<file path="config.mk">
export PLATFORM = sky130hd
export DESIGN_NAME = mul_sweep_driver
export DESIGN_NICKNAME = d
export VERILOG_FILES = /design/src/rtl/mul_sweep_driver.sv
export SDC_FILE = /design/constraint.sdc
export NUM_CORES = 1
export LEC_CHECK = 0
export CAP_MARGIN = 10
export CORE_UTILIZATION = 44
export CTS_CLUSTER_SIZE = 20
export DETAILED_ROUTE_END_ITERATION = 10
export PLACE_DENSITY = 0.67
export SLEW_MARGIN = 25
export SYNTH_ARGS = -nofsm -noshare
export SYNTH_HDL_FRONTEND = slang
export SYNTH_SLANG_ARGS = --single-unit
</file>
<file path="constraint.sdc">
create_clock -name clk -period 8.8 [get_ports clk]
set_input_delay 0.88 -clock clk [delete_from_list [all_inputs] [get_ports clk]]
set_output_delay 0.88 -clock clk [all_outputs]
set_load 0.01 [all_outputs]
</file>
<file path="src/rtl/mul_sweep_driver.sv">
// Sweeps every operand pair into a multiplier under test and collects error
// statistics against the exact product, behind a start/done handshake.
module mul_sweep_driver #(
  parameter int WIDTH  = 6,
  parameter int SETTLE = 1,
  parameter int CNT_W  = 2*WIDTH+1,
  parameter int ACC_W  = 4*WIDTH
) (
  input  logic               clk,
  input  logic               rst_n,
  input  logic               start,
  output logic               busy,
  output logic               done,
  output logic [WIDTH-1:0]   mul_in1,
  output logic [WIDTH-1:0]   mul_in2,
  input  logic [2*WIDTH-1:0] mul_out,
  input  logic               mul_overflow,
  output logic [CNT_W-1:0]   err_count,
  output logic [2*WIDTH-1:0] max_ed,
  output logic [ACC_W-1:0]   sum_ed,
  output logic               ovf_seen
);

  localparam int PW          = 2*WIDTH;
  localparam int SET_W       = (SETTLE > 1) ? $clog2(SETTLE) : 1;
  localparam int SETTLE_LAST = (SETTLE > 0) ? SETTLE - 1 : 0;

  typedef enum logic [1:0] {S_IDLE, S_DRIVE, S_SAMPLE, S_DONE} state_t;

  // With SETTLE=0 the operands are sampled in the same cycle they are driven.
  localparam state_t S_PAIR = (SETTLE > 0) ? S_DRIVE : S_SAMPLE;
  localparam logic [WIDTH-1:0] OP_MAX = '1;

  state_t             state_q, state_d;
  logic [WIDTH-1:0]   a_q, a_d, b_q, b_d;
  logic [SET_W-1:0]   settle_q, settle_d;
  logic [CNT_W-1:0]   err_count_q, err_count_d;
  logic [PW-1:0]      max_ed_q, max_ed_d;
  logic [ACC_W-1:0]   sum_ed_q, sum_ed_d;
  logic               ovf_seen_q, ovf_seen_d;

  logic [PW-1:0]      exact;
  logic [PW-1:0]      ed;

  assign exact = PW'(a_q) * PW'(b_q);
  assign ed    = (mul_out >= exact) ? (mul_out - exact) : (exact - mul_out);

  always_ff @(posedge clk) begin
    if (!rst_n) begin
      state_q     <= S_IDLE;
      a_q         <= '0;
      b_q         <= '0;
      settle_q    <= '0;
      err_count_q <= '0;
      max_ed_q    <= '0;
      sum_ed_q    <= '0;
      ovf_seen_q  <= 1'b0;
    end else begin
      state_q     <= state_d;
      a_q         <= a_d;
      b_q         <= b_d;
      settle_q    <= settle_d;
      err_count_q <= err_count_d;
      max_ed_q    <= max_ed_d;
      sum_ed_q    <= sum_ed_d;
      ovf_seen_q  <= ovf_seen_d;
    end
  end

  always_comb begin
    state_d     = state_q;
    a_d         = a_q;
    b_d         = b_q;
    settle_d    = settle_q;
    err_count_d = err_count_q;
    max_ed_d    = max_ed_q;
    sum_ed_d    = sum_ed_q;
    ovf_seen_d  = ovf_seen_q;
    case (state_q)
      S_IDLE: begin
        if (start) begin
          err_count_d = '0;
          max_ed_d    = '0;
          sum_ed_d    = '0;
          ovf_seen_d  = 1'b0;
          a_d         = '0;
          b_d         = '0;
          settle_d    = '0;
          state_d     = S_PAIR;
        end
      end
      S_DRIVE: begin
        if (settle_q == SET_W'(SETTLE_LAST)) begin
          state_d = S_SAMPLE;
        end else begin
          settle_d = settle_q + SET_W'(1);
        end
      end
      S_SAMPLE: begin
        err_count_d = err_count_q + CNT_W'(ed != '0);
        max_ed_d    = (ed > max_ed_q) ? ed : max_ed_q;
        sum_ed_d    = sum_ed_q + ACC_W'(ed);
        ovf_seen_d  = ovf_seen_q | mul_overflow;
        if (a_q == OP_MAX && b_q == OP_MAX) begin
          state_d = S_DONE;
        end else begin
          // b is the inner loop, a the outer loop
          if (b_q == OP_MAX) begin
            b_d = '0;
            a_d = a_q + WIDTH'(1);
          end else begin
            b_d = b_q + WIDTH'(1);
          end
          settle_d = '0;
          state_d  = S_PAIR;
        end
      end
      S_DONE:  state_d = S_IDLE;
      default: state_d = S_IDLE;
    endcase
  end

  always_comb begin
    busy    = 1'b0;
    done    = 1'b0;
    mul_in1 = '0;
    mul_in2 = '0;
    case (state_q)
      S_DRIVE, S_SAMPLE: begin
        busy    = 1'b1;
        mul_in1 = a_q;
        mul_in2 = b_q;
      end
      S_DONE:  done = 1'b1;
      default: ;
    endcase
  end

  assign err_count = err_count_q;
  assign max_ed    = max_ed_q;
  assign sum_ed    = sum_ed_q;
  assign ovf_seen  = ovf_seen_q;

endmodule

</file>
==> results of run 1 <==
[tightest hold or removal path: cells and delay by family (launching register included)]
kind / cells / cell delay, ns
compound gates: 1 / 0.04
flops: 1 / 0.32
simple gates: 1 / 0.07
[registers in the layout, summed over array words and instances (netlist names)]
| name | flops |
|---|---|
| ovf_seen | 1 |
| max_ed | 12 |
| sum_ed | 24 |
| b_q | 6 |
| a_q | 6 |
| err_count | 13 |
| state_q | 2 |
[per-layer routing]
| metal | up-vias | wire [um] | global-route usage |
|---|---|---|---|
| met5 | - | 0 | 0 |
| met1 | 2437 | 6465 | 0.2815 |
| met4 | 0 | 286 | 0.08101 |
| met2 | 141 | 6491 | 0.3460 |
| met3 | 24 | 653 | 0.03811 |
| li1 | 2571 | - | - |
[worst paths after layout]
path,from,end,slack [ns],cells past startpoint
worst min register to register,ovf_seen$_SDFFE_PN0P_,ovf_seen$_SDFFE_PN0P_,0.46,2
worst max register to register,b_q[2]$_SDFFE_PN0P_,sum_ed[17]$_SDFFE_PN0P_,1.03,28
worst max-delay path,b_q[2]$_SDFFE_PN0P_,sum_ed[17]$_SDFFE_PN0P_,1.03,28
worst min-delay path,ovf_seen$_SDFFE_PN0P_,ovf_seen$_SDFFE_PN0P_,0.46,2
[power by group through the flow]
| stage | registers (W) | logic, W | clock network [W] |
|---|---|---|---|
| 3_5_place_dp | 0.000314 | 0.000210 | 0 |
| 2_1_floorplan | 0.000313 | 0.000146 | 0 |
| 3_3_place_gp | 0.000313 | 0.000204 | 0 |
| 6_report | 0.000307 | 0.000213 | 0.000357 |
| 5_1_grt | 0.000309 | 0.000239 | 0.000377 |
| 4_1_cts | 0.000307 | 0.000212 | 0.000365 |
[metrics by stage]
stage	cell area [um2]	hold slack (ns)	cells	util
2_1_floorplan	5808	0.4975	716	-
3_3_place_gp	6708	0.4528	941	0.5272
3_5_place_dp	6708	0.4586	941	0.5272
4_1_cts	7007	0.4717	957	0.5507
5_1_grt	7012	0.4877	957	0.5511
6_report	7012	0.4616	957	0.5511
[synth_stat cells (19+ instances only)]
cell / number / area share
a21o_1: 19 / 0.025
a21oi_1: 34 / 0.029
and2_1: 41 / 0.044
and3_1: 20 / 0.022
clkbuf_1: 26 / 0.017
dfxtp_1: 64 / 0.22
fa_1: 20 / 0.069
ha_1: 75 / 0.16
inv_1: 83 / 0.054
nand2_1: 47 / 0.030
nor2_1: 43 / 0.028
nor2b_1: 19 / 0.020
o21ai_0: 30 / 0.026
xnor2_1: 21 / 0.032
[kinds of logic (layout without fill, tap and decap cells)]
kind of cell               after synthesis  count (layout)  synth area share
AOI/OAI and AO/OA                      146             146            0.1652
xor gates and xnor gates                39              39           0.06010
adders and majority gates               95              95            0.2305
buffers and inverters                  113             182           0.07712
DFF                                     64              64            0.2206
muxes                                   14              14           0.02456
and+or+nand+nor                        245             245            0.2219
[final cells by class]
| class | count | share of cell area |
|---|---|---|
| Multi-Input combinational cell | 539 | 0.5824 |
| Timing Repair Buffer | 83 | 0.1171 |
| Tap cell | 172 | 0.03069 |
| Clock buffer | 11 | 0.03462 |
| Clock inverter | 5 | 0.008030 |
| Sequential cell | 64 | 0.1827 |
| Inverter | 83 | 0.04443 |
==> reports/qor.csv, run 1 <==
metric,value,unit
netSwitchingPower,0.0002642,W
outcome,"complete, no violations",
syn-num-nets,827,
yosysWarnings,0,
yosysUniqueCellTypes,49,
ant_nets,0,
cts_setup_buffers,0,
syn_to_final_growth,20.72,%
row_count,41,
final_cell_mix,"inv_1, clkdlybuf4s50_1, ha_1, dfxtp_1, nand2_1",
cts-root-buf,clkbuf_16,
setup_ws,1.026,ns
ys_seq_elements,64,
syn_area_per_cell,8.112,um2
internal_power,0.0006139,W
multiInputGateArea,4084,um2
fmax,0.1286,GHz
pwr-share-clk,0.407,
nets,891,
p_seq_frac,0.350,
p_leak,3.102,nW
chipWidth,116.9,um
end_kind,flop,
wire_per_inst,14.52,um
cts_tree,yes,
cts_sinks,64,
firstDrtPassIters,5,
fillCellCount,1235,
post-place-ws,0.7474,ns
grt_pass1_wl,23090,um
synthCells,716,
hold_path_class,flop to flop,
comb_power_share,0.243,
crit_top_cell,a21oi_1,
cp.required,9.04,ns
grt_max_degree,35,
setup_viol,0,
cp_num_buf_inv,3,
final_layout_size_suffix_gt1_frac,0.03822,
relSlewSlack,0.3559,
clk_pin_slew,0.06,ns
power_density,125.2,nW/um2
clock_latency,0.33,ns
htree_levels,3,
fin_worst_skew,0.009521,ns
path_class,flop to flop,
fin_tns_setup,0,ns
start_kind,flop,
grt_usage,0.2128,
netlist_area,5808,um2
holdBufCountCts,0,
die_area,13660,um2
vias_per_cell,5.405,
max_cap_violations,0,
antenna-diode-count,0,
drv_slew,0,
routabilityCongestion,0.8958,
yosysSeqAreaShare,0.2206,
ctsResizeCount,0,
timing.final.crit_share,0.8834,
port_buffers,79,
start_util,0.4565,
synth-edff-count,0,
final-seq-area,1281,um2
hpwl,10730,um
cts_buffers,9,
totalWireLength,13900,um
clockBufferDepth,2,
async_reset_ff_frac,0,
crit_fanout,12,
mostFrequentLayoutCell,inv_1,
cp_top_family,compound AO/OA/AOI/OAI gates,
critPathSlowestCell,a31oi_1,
core,12720,um2
worst_path_largest_cell_delay,0.64,ns
p_total,0.0008781,W
first_iter_violations,315,
die_y,116.9,um
grt_pass1_vias,4978,
vias,5173,
vdd_drop_max,0.00009639,V
grt.overflow.total,0,
rsz0062_at_grt,false,
fin_crit,7.774,ns
tightest_slew,0.9639,ns
arrival,8.01,ns
synth_flop_cell,dfxtp_1,
hold_violations,0,
antenna_found_initial,0,
drcViolationCount,0,
io_pins,80,
switching_share,0.3009,
Note: power is estimated with default switching activity, not from simulation.
==> inputs of run 2 (changes only) <==
ABC_AREA = 1   (was unset)
==> run 2 against run 1 <==
  * Hold slack better by 0.016 ns
  * Synthesized cell count up 43%
  * Flip-flop and latch count unchanged
  * Power up 15%
  * Maximum frequency up 13%
  * Sequential power up 7.2%
  * Sequential share of layout area down 1.6 points
==> reports/qor.csv, run 2 <==
metric,value,unit,change
grt_pass1_wl,27520,um,+19%
synthDominantCellAreaShare,0.1975,,-0.02314
outcome,"complete, no violations",,
grt.overflow.total,0,,unchanged
ys_seq_elements,64,,unchanged
yosysSeqAreaShare,0.1975,,-0.02314
core,14480,um2,+14%
yosysTopAreaCell,dfxtp_1,,
r2r_cells,30,,+7.1%
tightest_slew,1.022,ns,+0.05815 ns
synth_area_leaders,"dfxtp_1, nand2_1, ha_1, inv_1, a21oi_1",,
totalWireLength,16170,um,+16%
die_y,123.4,um,+5.6%
vias_per_cell,5.003,,-7.4%
path_class,flop to flop,,
clockBufferDepth,2,,unchanged
rsz0062_at_grt,false,,
reg2reg_setup_slack,1.90,ns,+0.87 ns
crit-reg2reg-launch,a_q[1]$_SDFFE_PN0P_,,
grt_usage,0.2270,,+0.01421
hold_path_class,flop to flop,,
timing.final.crit_share,0.7841,,-0.09930
first_iter_violations,404,,+28%
syn_to_final_growth,18.11,%,
fin_tns_setup,0,ns,unchanged
cts_setup_buffers,0,,unchanged
ant_nets,0,,unchanged
synth_flop_cell,dfxtp_1,,
cp-endpoint,max_ed[2]$_SDFFE_PN0P_,,
row_count,44,,+7.3%
fin_crit,6.900,ns,-0.8738 ns
antenna-diode-count,0,,unchanged
syn-num-nets,1133,,+37%
p_leak,3.929,nW,+27%
dpl_cell_area,7381,um2,+10%
mostFrequentLayoutCell,nand2_1,,
synth_common_cells,"nand2_1, inv_1, a21oi_1",,
final_cell_mix,"nand2_1, inv_1, a21oi_1, clkdlybuf4s50_1, ha_1",,
clk_pin_slew,0.06,ns,about the same
final_layout_size_suffix_gt1_frac,0.04128,,+0.003068
firstDrtPassIters,5,,unchanged
fin_area,7664,um2,+9.3%
holdBufCountCts,0,,unchanged
synth-edff-count,0,,unchanged
netlist_area,6489,um2,+12%
hpwl,12800,um,+19%
io_pins,80,,unchanged
antenna_found_initial,0,,unchanged
yosysUniqueCellTypes,45,,-8.2%
wire_per_inst,12.69,um,-13%
worst_path_largest_cell_delay,0.60,ns,-0.04 ns
die_area,15240,um2,+12%
drv_slew,0,,unchanged
largest_reg_flops,24,,unchanged
syn_area_per_cell,6.349,um2,-22%
vdd_drop_max,0.0001182,V,+23%
power_density,131.8,nW/um2,+5.2%
nets,1196,,+34%
critPathSlowestCell,nor2_1,,
start_kind,flop,,
hold_violations,0,,unchanged
arrival,7.15,ns,-0.86 ns
cts_buffers,9,,unchanged
crit_fanout,12,,unchanged
htree_levels,3,,unchanged
max_cap_violations,0,,unchanged
cts_sinks,64,,unchanged
cp.required,9.05,ns,about the same
chipWidth,123.4,um,+5.6%
grt_max_degree,31,,-11%
vias,6374,,+23%
end_kind,flop,,
cp-startpoint,a_q[1]$_SDFFE_PN0P_,,
fmax,0.1449,GHz,+13%
clock_latency,0.34,ns,about the same
port_buffers,79,,unchanged
setup_viol,0,,unchanged
drcViolationCount,0,,unchanged
yosysWarnings,0,,unchanged
synthCells,1022,,+43%
synth_most_common_cell,nand2_1,,
cts_tree,yes,,
async_reset_ff_frac,0,,unchanged
fin_worst_skew,0.008841,ns,-0.0006803 ns
ctsResizeCount,0,,unchanged
start_util,0.4482,,-0.008380
routabilityCongestion,0.8845,,-1.3%
grt_pass1_vias,5806,,+17%
crit_top_cell,nand2_1,,
relSlewSlack,0.3179,,-0.03796
r2r-end,max_ed[2]$_SDFFE_PN0P_,,
cts-root-buf,clkbuf_16,,
run 2: cell count changes after synthesis, moves of 12 or more:
cell,before,now
a21o_1,19,3
nand3_1,18,64
nor2b_1,19,0
xnor2_1,21,4
clkbuf_1,26,14
inv_1,83,198
nand2_1,47,292
or3_1,18,0
and3_1,20,3
and2_1,41,1
mux2i_1,12,0
o21a_1,14,2
a21oi_1,34,85
run 2: area by class of cell:
cell class / instances / area, um2
fill: 1467 / 6815
clock inverter: 6 / 43.79
clock buffer: 10 / 239.0
sequential: 64 / 1281
multi-input combinational: 724 / 4302
inverter: 207 / 777.0
tap: 184 / 230.2
timing repair buffer: 79 / 790.8
run 2: metrics by stage:
| stage | setup slack (ns) | utilization | std cells | hold WS [ns] | total power (W) |
|---|---|---|---|---|---|
| final | 1.900 | 0.5293 | 1274 | 0.4771 | 0.001010 |
| after global routing | 1.095 | 0.5293 | 1274 | 0.5169 | 0.001074 |
| after CTS | 1.914 | 0.5293 | 1274 | 0.4854 | 0.001012 |
| after detailed placement | 1.928 | 0.5098 | 1258 | 0.4726 | 0.0006748 |
| after global placement | 2.168 | 0.5098 | 1258 | 0.4637 | 0.0006733 |
| after floorplan | 2.897 | - | 1022 | 0.4947 | 0.0005714 |
run 2: per-layer routing:
| layer | track usage | up-vias | wire length, um |
|---|---|---|---|
| met2 | 0.3645 | 145 | 7220 |
| met1 | 0.3219 | 2870 | 8056 |
| met3 | 0.03367 | 15 | 713 |
| met5 | 0 | - | 0 |
| li1 | - | 3344 | - |
| met4 | 0.04367 | 0 | 181 |
run 2: worst min-delay path by stage:
stage | slack, ns | depth (start not counted) | startpoint | to
finish | 0.48 | 2 | ovf_seen$_SDFFE_PN0P_ | ovf_seen$_SDFFE_PN0P_
global placement | 0.46 | 2 | ovf_seen$_SDFFE_PN0P_ | ovf_seen$_SDFFE_PN0P_
CTS | 0.49 | 2 | ovf_seen$_SDFFE_PN0P_ | ovf_seen$_SDFFE_PN0P_
global route | 0.52 | 2 | sum_ed[22]$_SDFFE_PN0P_ | sum_ed[22]$_SDFFE_PN0P_
detailed placement | 0.47 | 2 | ovf_seen$_SDFFE_PN0P_ | ovf_seen$_SDFFE_PN0P_
floorplan | 0.49 | 2 | sum_ed[18]$_SDFFE_PN0P_ | sum_ed[18]$_SDFFE_PN0P_
run 2: kinds of logic (layout without fill, tap and decap cells):
family / count (synthesis) / after routing / synth area share
AOI/OAI and AO/OA: 143 / 143 / 0.1221
xor gates and xnor gates: 20 / 20 / 0.02699
adders and majority gates: 95 / 95 / 0.2063
buffers and inverters: 234 / 302 / 0.1396
DFF: 64 / 64 / 0.1975
and+or+nand+nor: 466 / 466 / 0.3076
run 2: critical path, delay by kind of cell (launching register included):
| kind | cells | cell delay, ns |
|---|---|---|
| AO/OA/AOI/OAI | 5 | 0.88 |
| XOR/XNOR | 1 | 0.24 |
| adder cells (fa/ha/maj) | 6 | 2.58 |
| buffers and inverters | 4 | 0.37 |
| flip-flops | 1 | 0.57 |
| AND/OR/NAND/NOR | 14 | 2.18 |
run 2: report_power, final:
group	internal, W	total [W]	switching, W
clock	0.000199	0.000338	0.000139
sequential	0.000306	0.000329	0.0000236
combinational	0.000117	0.000342	0.000226
==> inputs of run 3 (changes only) <==
clock period = 7.2 ns   (was 8.8 ns; I/O delays follow)
==> run 3 against run 2 <==
  * Power is 30% higher
  * Final cell count is 0.16% higher
  * Register-to-register slack worse by 1.3 ns
  * Highest routed layer unchanged
==> reports/qor.csv, run 3 (synthesis results as in run 2) <==
metric,value,unit,change
outcome,"complete, no violations",,
nets,1198,,+0.17%
drv_slew,0,,unchanged
crit-reg2reg-launch,b_q[3]$_SDFFE_PN0P_,,
dpl_cell_area,7396,um2,+0.20%
core,14480,um2,unchanged
multiInputGateArea,4302,um2,unchanged
fmax,0.1517,GHz,+4.7%
die_area,15240,um2,unchanged
final-seq-area,1287,um2,+0.49%
hold_depth,2,,unchanged
vias_per_cell,5.033,,+0.60%
setup_viol,0,,unchanged
arrival,6.84,ns,-0.31 ns
max_cap_violations,0,,unchanged
r2r-end,err_count[10]$_SDFFE_PN0P_,,
crit_fanout,12,,unchanged
cts_sinks,64,,unchanged
timing.final.crit_share,0.9154,,+0.1313
cts_tree,yes,,
power_density,169.5,nW/um2,+29%
hold_path_class,flop to flop,,
grt_max_degree,31,,unchanged
path_class,flop to flop,,
r2r_cells,36,,+20%
crit_top_cell,nand2_1,,
hpwl,12900,um,+0.77%
end_kind,flop,,
cp.required,7.45,ns,-1.60 ns
hold_violations,0,,unchanged
io_pins,80,,unchanged
start_util,0.4482,,unchanged
vias,6422,,+0.75%
rsz0062_at_grt,false,,
wire_per_inst,12.68,um,-0.13%
start_kind,flop,,
antenna-diode-count,0,,unchanged
grt_pass1_wl,26510,um,-3.7%
routabilityCongestion,0.8989,,+1.6%
totalWireLength,16180,um,about the same
ant_nets,0,,unchanged
mostFrequentLayoutCell,nand2_1,,
final_cells,1276,,+0.16%
drcViolationCount,0,,unchanged
chipWidth,123.4,um,unchanged
fin_worst_skew,0.007137,ns,-0.001704 ns
clockBufferDepth,2,,unchanged
tightest_slew,1.065,ns,+0.04320 ns
fin_tns_setup,0,ns,unchanged
final_cell_mix,"nand2_1, inv_1, a21oi_1, clkdlybuf4s50_1, ha_1",,
fin_crit,6.591,ns,-0.3092 ns
clk_pin_slew,0.06,ns,about the same
vdd_drop_max,0.0001458,V,+23%
reg2reg_setup_slack,0.61,ns,-1.29 ns
min_to,ovf_seen$_SDFFE_PN0P_,,
p_leak,3.963,nW,+0.86%
die_y,123.4,um,unchanged
largest_reg_flops,24,,unchanged
cts_buffers,9,,unchanged
grt_pass1_vias,5702,,-1.8%
dp.cells,1260,,+0.16%
clock_latency,0.34,ns,about the same
port_buffers,79,,unchanged
grt_usage,0.2199,,-0.007110
row_count,44,,unchanged
timing.hold.ws,0.4632,ns,-0.01391 ns
grt.overflow.total,0,,unchanged
worst_path_largest_cell_delay,0.55,ns,-0.05 ns
firstDrtPassIters,7,,+2
final_layout_size_suffix_gt1_frac,0.04762,,+0.006335
critPathSlowestCell,fa_1,,
cts-root-buf,clkbuf_16,,
first_iter_violations,372,,-7.9%
fillCellCount,1485,,+1.2%
htree_levels,3,,unchanged
min_from,ovf_seen$_SDFFE_PN0P_,,
relSlewSlack,0.2891,,-0.02883
syn_to_final_growth,19.15,%,
fin_area,7731,um2,+0.88%
antenna_found_initial,0,,unchanged
[run 3: changes by cell type in the layout (fill, tap and decap cells not counted), sizes merged]
cell	change
clkbuf	-1
bufinv	+2
clkinv	-1
inv	+1
buf	+2
clkinvlp	-1
[run 3: routing by layer]
layer  GRT usage  vias up  wire length (um)
met3     0.03690       17               756
met5           0        -                 0
met4     0.05422        0               236
met1      0.3052     2898              7951
li1            -     3348                 -
met2      0.3523      159              7232
[run 3: stage by stage]
step,power (W),utilization,setup slack [ns]
6_report,0.001310,0.5340,0.6089
5_1_grt,0.001384,0.5340,0.05799
4_1_cts,0.001314,0.5335,0.4817
3_5_place_dp,0.0008284,0.5108,0.5042
3_3_place_gp,0.0008285,0.5108,0.6259
2_1_floorplan,0.0006984,-,1.297
[run 3: timing repair]
| action | CTS | global route |
|---|---|---|
| resized for setup | 0 | 7 |
| setup endpoints to repair | 0 | 18 |
| hold buffers | 0 | 0 |
| hold endpoints to repair | 0 | 0 |
| setup buffers | 0 | 0 |
[run 3: how the worst max path moves through the flow]
| stage | from | end | slack [ns] | depth (start not counted) |
|---|---|---|---|---|
| 3_3_place_gp | a_q[0]$_SDFFE_PN0P_ | err_count[10]$_SDFFE_PN0P_ | 0.63 | 34 |
| 2_1_floorplan | a_q[3]$_SDFFE_PN0P_ | sum_ed[18]$_SDFFE_PN0P_ | 1.30 | 33 |
| 6_report | b_q[3]$_SDFFE_PN0P_ | err_count[10]$_SDFFE_PN0P_ | 0.61 | 36 |
| 3_5_place_dp | a_q[3]$_SDFFE_PN0P_ | err_count[10]$_SDFFE_PN0P_ | 0.50 | 36 |
| 5_1_grt | b_q[4]$_SDFFE_PN0P_ | sum_ed[21]$_SDFFE_PN0P_ | 0.06 | 32 |
| 4_1_cts | a_q[3]$_SDFFE_PN0P_ | err_count[10]$_SDFFE_PN0P_ | 0.48 | 36 |
[run 3: worst max-delay path: cells and delay by family, from the launching register on]
kind | cells | cell delay, ns
buf+inv | 7 | 0.55
flops | 1 | 0.54
xor+xnor | 1 | 0.24
compound gates | 5 | 0.77
simple gates | 16 | 1.80
fa+ha+maj | 7 | 2.59
[run 3: where the power goes]
group,switching (W),total (W),leakage [nW],internal (W)
Sequential,0.0000248,0.000399,0.520,0.000374
Combinational,0.000281,0.000426,3.28,0.000145
Clock,0.000178,0.000485,0.161,0.000307
[run 3: final cells by class]
class	count	share of cell area
multi-input cells	724	0.5564
clock buffers	9	0.02913
flip-flops and latches	64	0.1665
clock inverters	7	0.01343
inverters	207	0.1005
well taps	184	0.02978
repair buffers	81	0.1042
